===== src/rtl/control_unit.sv =====
// Multi-cycle processor sequencer: FETCH/DECODE/EXEC with memory-read and memory-write detours and a terminal HALT.
// Outputs are a combinational decode of state and opcode; memory requests hold until mem_ack, with no timeout.
module control_unit #(
  parameter logic [2:0] AC_SEL  = 3'd7,
  parameter logic [2:0] MDR_SEL = 3'd6
) (
  input  logic        clock,
  input  logic        reset,
  input  logic [15:0] instruction,
  input  logic        Z_in,
  input  logic        mem_ack,
  output logic [3:0]  ALU_control,
  output logic [2:0]  bus_sel,
  output logic        reg_load_en,
  output logic        mem_req,
  output logic        mem_we,
  output logic        addr_sel,
  output logic        ir_load,
  output logic        pc_inc,
  output logic        pc_load,
  output logic        halted
);

  typedef enum logic [2:0] {
    S_FETCH  = 3'd0,
    S_DECODE = 3'd1,
    S_EXEC   = 3'd2,
    S_MEMRD  = 3'd3,
    S_MEMWR  = 3'd4,
    S_HALT   = 3'd5
  } state_t;

  state_t     r_state;
  state_t     w_next;
  logic [3:0] w_opcode;

  assign w_opcode = instruction[15:12];

  always_ff @(posedge clock) begin
    if (reset) r_state <= S_FETCH;
    else       r_state <= w_next;
  end

  always_comb begin
    w_next      = r_state;
    ALU_control = 4'b0000;
    bus_sel     = 3'd0;
    reg_load_en = 1'b0;
    mem_req     = 1'b0;
    mem_we      = 1'b0;
    addr_sel    = 1'b0;
    ir_load     = 1'b0;
    pc_inc      = 1'b0;
    pc_load     = 1'b0;
    halted      = 1'b0;
    // Outputs are forced quiet while reset is held, whatever the state register holds.
    if (!reset) begin
      case (r_state)
        S_FETCH: begin
          mem_req = 1'b1;
          if (mem_ack) begin
            ir_load = 1'b1;
            pc_inc  = 1'b1;
            w_next  = S_DECODE;
          end
        end
        S_DECODE: begin
          case (w_opcode)
            4'hB:    w_next = S_MEMRD;
            4'hC:    w_next = S_MEMWR;
            4'hF:    w_next = S_HALT;
            default: w_next = S_EXEC;
          endcase
        end
        S_EXEC: begin
          w_next = S_FETCH;
          case (w_opcode)
            4'h0, 4'h6, 4'h7, 4'h8, 4'h9: ALU_control = w_opcode;
            4'h1, 4'h2, 4'h3, 4'h4, 4'h5: begin
              ALU_control = w_opcode;
              bus_sel     = instruction[2:0];
            end
            4'hA: begin
              bus_sel     = AC_SEL;
              reg_load_en = 1'b1;
            end
            // Only reachable through MEMRD: move the fetched operand into AC.
            4'hB: begin
              bus_sel     = MDR_SEL;
              ALU_control = 4'b0101;
            end
            4'hD:    pc_load = 1'b1;
            4'hE:    pc_load = Z_in;
            default: ;
          endcase
        end
        S_MEMRD: begin
          mem_req  = 1'b1;
          addr_sel = 1'b1;
          if (mem_ack) begin
            reg_load_en = 1'b1;
            w_next      = S_EXEC;
          end
        end
        S_MEMWR: begin
          mem_req  = 1'b1;
          mem_we   = 1'b1;
          addr_sel = 1'b1;
          bus_sel  = AC_SEL;
          if (mem_ack) w_next = S_FETCH;
        end
        S_HALT:  halted = 1'b1;
        default: w_next = S_FETCH;
      endcase
    end
  end

endmodule


===== config.mk =====
export PLATFORM = sky130hd
export DESIGN_NAME = control_unit
export DESIGN_NICKNAME = d
export VERILOG_FILES = /design/src/rtl/control_unit.sv
export SDC_FILE = /design/constraint.sdc
export NUM_CORES = 1
export LEC_CHECK = 0
export BUFFER_PORTS_ARGS = -buffer_cell sky130_fd_sc_hd__buf_2
export CAP_MARGIN = 5
export CORE_AREA = 4 4 41 43
export DETAILED_ROUTE_END_ITERATION = 6
export DIE_AREA = 0 0 45 47
export PLACE_DENSITY = 0.67
export SYNTH_ARGS = -nofsm -noshare
export SYNTH_HDL_FRONTEND = slang
export SYNTH_SLANG_ARGS = --single-unit
export TNS_END_PERCENT = 1

===== constraint.sdc =====
create_clock -name clock -period 1.9 [get_ports clock]
set_clock_uncertainty 0.2 [all_clocks]
set_input_delay 0.19 -clock clock [delete_from_list [all_inputs] [get_ports clock]]
set_output_delay 0.19 -clock clock [all_outputs]
set_load 0.05 [all_outputs]

==> impl_metrics.json <==
{
  "irDropWorstVdd_mv": 0.3834,
  "muxShareOfSynthArea_pct": 2.711,
  "syn-cell-area_um2": 415.4,
  "drive_gt1_share_pct": 44.71,
  "setup_viol": 0,
  "post_cts_buffers": 0,
  "busiest_layer": "met2",
  "area_delta_synth_final_pct": 44.58,
  "totalWireLength_um": 1150,
  "drv_cap": 0,
  "slew_violations": 0,
  "timing.rr.end": "r_state[0]",
  "synth-simple-area-share_pct": 48.49,
  "design.core.area_um2": 1301,
  "rsz0062_at_grt": "true",
  "largestRegisters": "r_state: 3 flops",
  "grt_overflow": 0,
  "worst_slew_pin_slew_ns": 0.2555,
  "async_flop_share_pct": 0,
  "antenna_found_initial": 0,
  "yosysWarnings": 0,
  "first_global_vias": 478,
  "grt_max_degree": 12,
  "synth_seq_cells": 3,
  "clock_power_share_pct": 39.9,
  "relSlewSlack_pct": 83.08,
  "timing.fmax_ghz": 0.5402,
  "synth_commonest_cells": "a21oi_1 (7), nand2_1 (7), nor2_1 (7)",
  "vias_per_cell": 5.240,
  "grtUsageMet2_pct": 20.06,
  "cts.sinks": 3,
  "cp_slowest_cell": "dfxtp_4",
  "design_area_um2": 600.6,
  "finalHoldViolCount": 0,
  "ys_types": 28,
  "vias": 524,
  "start_util_pct": 31.92,
  "status": "finished clean",
  "r2r_slack_ns": 0.51,
  "drc": 0,
  "grt_pass1_wl_um": 1911,
  "path_max_fanout": 9,
  "gr-usage-met1_pct": 14.19,
  "yosys_most_used_dff": "dfxtp_1",
  "crit_arrival_ns": 1.46,
  "synthCells": 59,
  "final.min_clock_period_ns": 1.851,
  "cts_buffers": 3,
  "clk_latency_ns": 0.23,
  "hp-class": "input pin to flip-flop",
  "die-area_um2": 2115,
  "die_h_um": 47,
  "antenna_left": 0,
  "leakage_nw": 0.2819,
  "p_switching_mw": 0.1036,
  "use_met3_pct": 5.364,
  "crit_path_start": "r_state[1]",
  "power.internal_mw": 0.1806,
  "placed_area_um2": 536.8,
  "r2r_cells": 4,
  "antenna_cells_inserted": 0,
  "synth_top_area_share_pct": 14.46,
  "routedWlPerCell_um": 11.50,
  "yosys-top-cells-area": "dfxtp_1 (14%), a21oi_1 (8.4%), nand2_1 (6.3%), nor2_1 (6.3%), nand4b_1 (6.3%)",
  "synthAdderAreaFrac_pct": 0,
  "ys_seq_area_share_pct": 14.46,
  "fp-row-count": 13,
  "top_register": "r_state",
  "r2r-start": "r_state[2]",
  "min_delay_path_depth": 2,
  "layout.nets": 106,
  "root_buffer": "clkbuf_4",
  "cts_hold_buf": 0,
  "p_per_area_nw_per_um2": 473.2,
  "worst_setup_path_start_kind": "flip-flop",
  "combPwrFrac_pct": 33.8,
  "crit_buf_inv": 1,
  "final_util_pct": 46.15,
  "synth-compound-area-share_pct": 20.18,
  "setup_ws_ns": 0.04889,
  "synth_edf_count": 0,
  "grtUsageTotal_pct": 11.97,
  "die_w_um": 45,
  "drtPass1Iterations": 4,
  "largest_reg_flops": 3,
  "slowest_delay_ns": 0.37,
  "crit_family": "flip-flops",
  "dp_slack_ns": 0.1581,
  "hold_end": "r_state[0]",
  "cp-end-kind": "primary output",
  "synth_top_area_cell": "dfxtp_1",
  "pwr-share-seq_pct": 26.3,
  "synth_top_family_by_area": "simple AND/OR/NAND/NOR gates",
  "dp_cells": 96,
  "pin_count": 35,
  "postSynthAreaPerCell_um2": 7.041,
  "synth-xor-area-share_pct": 4.217,
  "hpwl_um": 915.4,
  "finalCritPeriodShare_pct": 97.43,
  "cp.depth": 4,
  "holdWs_ns": 0.04584,
  "cts_buffer_depth": 2,
  "path_class": "flip-flop to primary output",
  "path_cells": "xnor2_1 -> or3_4 -> a21oi_1 -> clkbuf_4",
  "drtIter0Drc": 7,
  "cts_tree": "built",
  "finalNonFillerCells": 100,
  "port-buffer-count": 25,
  "syn_nets": 79,
  "clk_pin_slew_ns": 0.04,
  "switching_share_pct": 36.44,
  "cp_data_required_time_ns": 1.51,
  "cts_max_level": 1,
  "place_congestion": 0.7280,
  "cts_resized": 2,
  "hp-start": "reset"
}
==> worst max path at each step <==
| stage | end | slack, ns |
|---|---|---|
| 6_report | bus_sel[2] | 0.05 |
| 2_1_floorplan | ALU_control[3] | -0.44 |
| 5_1_grt | pc_load | -0.02 |
| 3_3_place_gp | bus_sel[0] | 0.18 |
| 3_5_place_dp | bus_sel[0] | 0.16 |
| 4_1_cts | ALU_control[3] | 0.03 |
==> final cells by class <==
cell class / instances / area (um^2)
clock buffer: 4 / 26.28
fill: 137 / 700.7
sequential: 3 / 66.31
inverter: 1 / 3.754
timing repair buffer: 27 / 157.7
multi-input combinational: 50 / 327.8
tap: 15 / 18.77
==> cells in the final DEF, fill, tap and decap left out, types with 2 or more instances in the layout <==
cell	n
buf_2	18
nand2_1	7
a21oi_1	7
nor2_1	6
clkbuf_4	6
buf_4	6
nand4b_1	3
nor2b_1	3
nand3b_1	3
nor3b_1	2
and3_1	2
dfxtp_2	2
==> metal layers <==
layer	routed length (um)	vias up	part of all wire (%)
met5	0	-	0
met4	0	0	0
met3	91	0	7.9
met2	543	21	47
met1	515	235	45
li1	-	268	-
==> power by group through the flow <==
stage          clock network [mW]  registers [mW]  logic (mW)
5_1_grt                     0.132          0.0756       0.105
6_report                    0.113          0.0747      0.0961
3_3_place_gp                    0          0.0743      0.0923
2_1_floorplan                   0          0.0681      0.0733
3_5_place_dp                    0          0.0742      0.0938
4_1_cts                     0.121          0.0734      0.0941
==> cell families (layout without fill, tap and decap cells) <==
family / count (synthesis) / after routing
buffers and inverters: 6 / 32
muxes: 1 / 1
and+or+nand+nor: 34 / 34
AOI/OAI and AO/OA: 13 / 13
xor gates and xnor gates: 2 / 2
DFF: 3 / 3
==> per-stage QoR <==
stage          total power [mW]  setup TNS [ns]
4_1_cts                  0.2889               0
2_1_floorplan            0.1414          -1.734
6_report                 0.2842               0
3_5_place_dp             0.1680               0
5_1_grt                  0.3128        -0.04066
3_3_place_gp             0.1666               0
No activity file was read; power rests on OpenSTA's default activity.
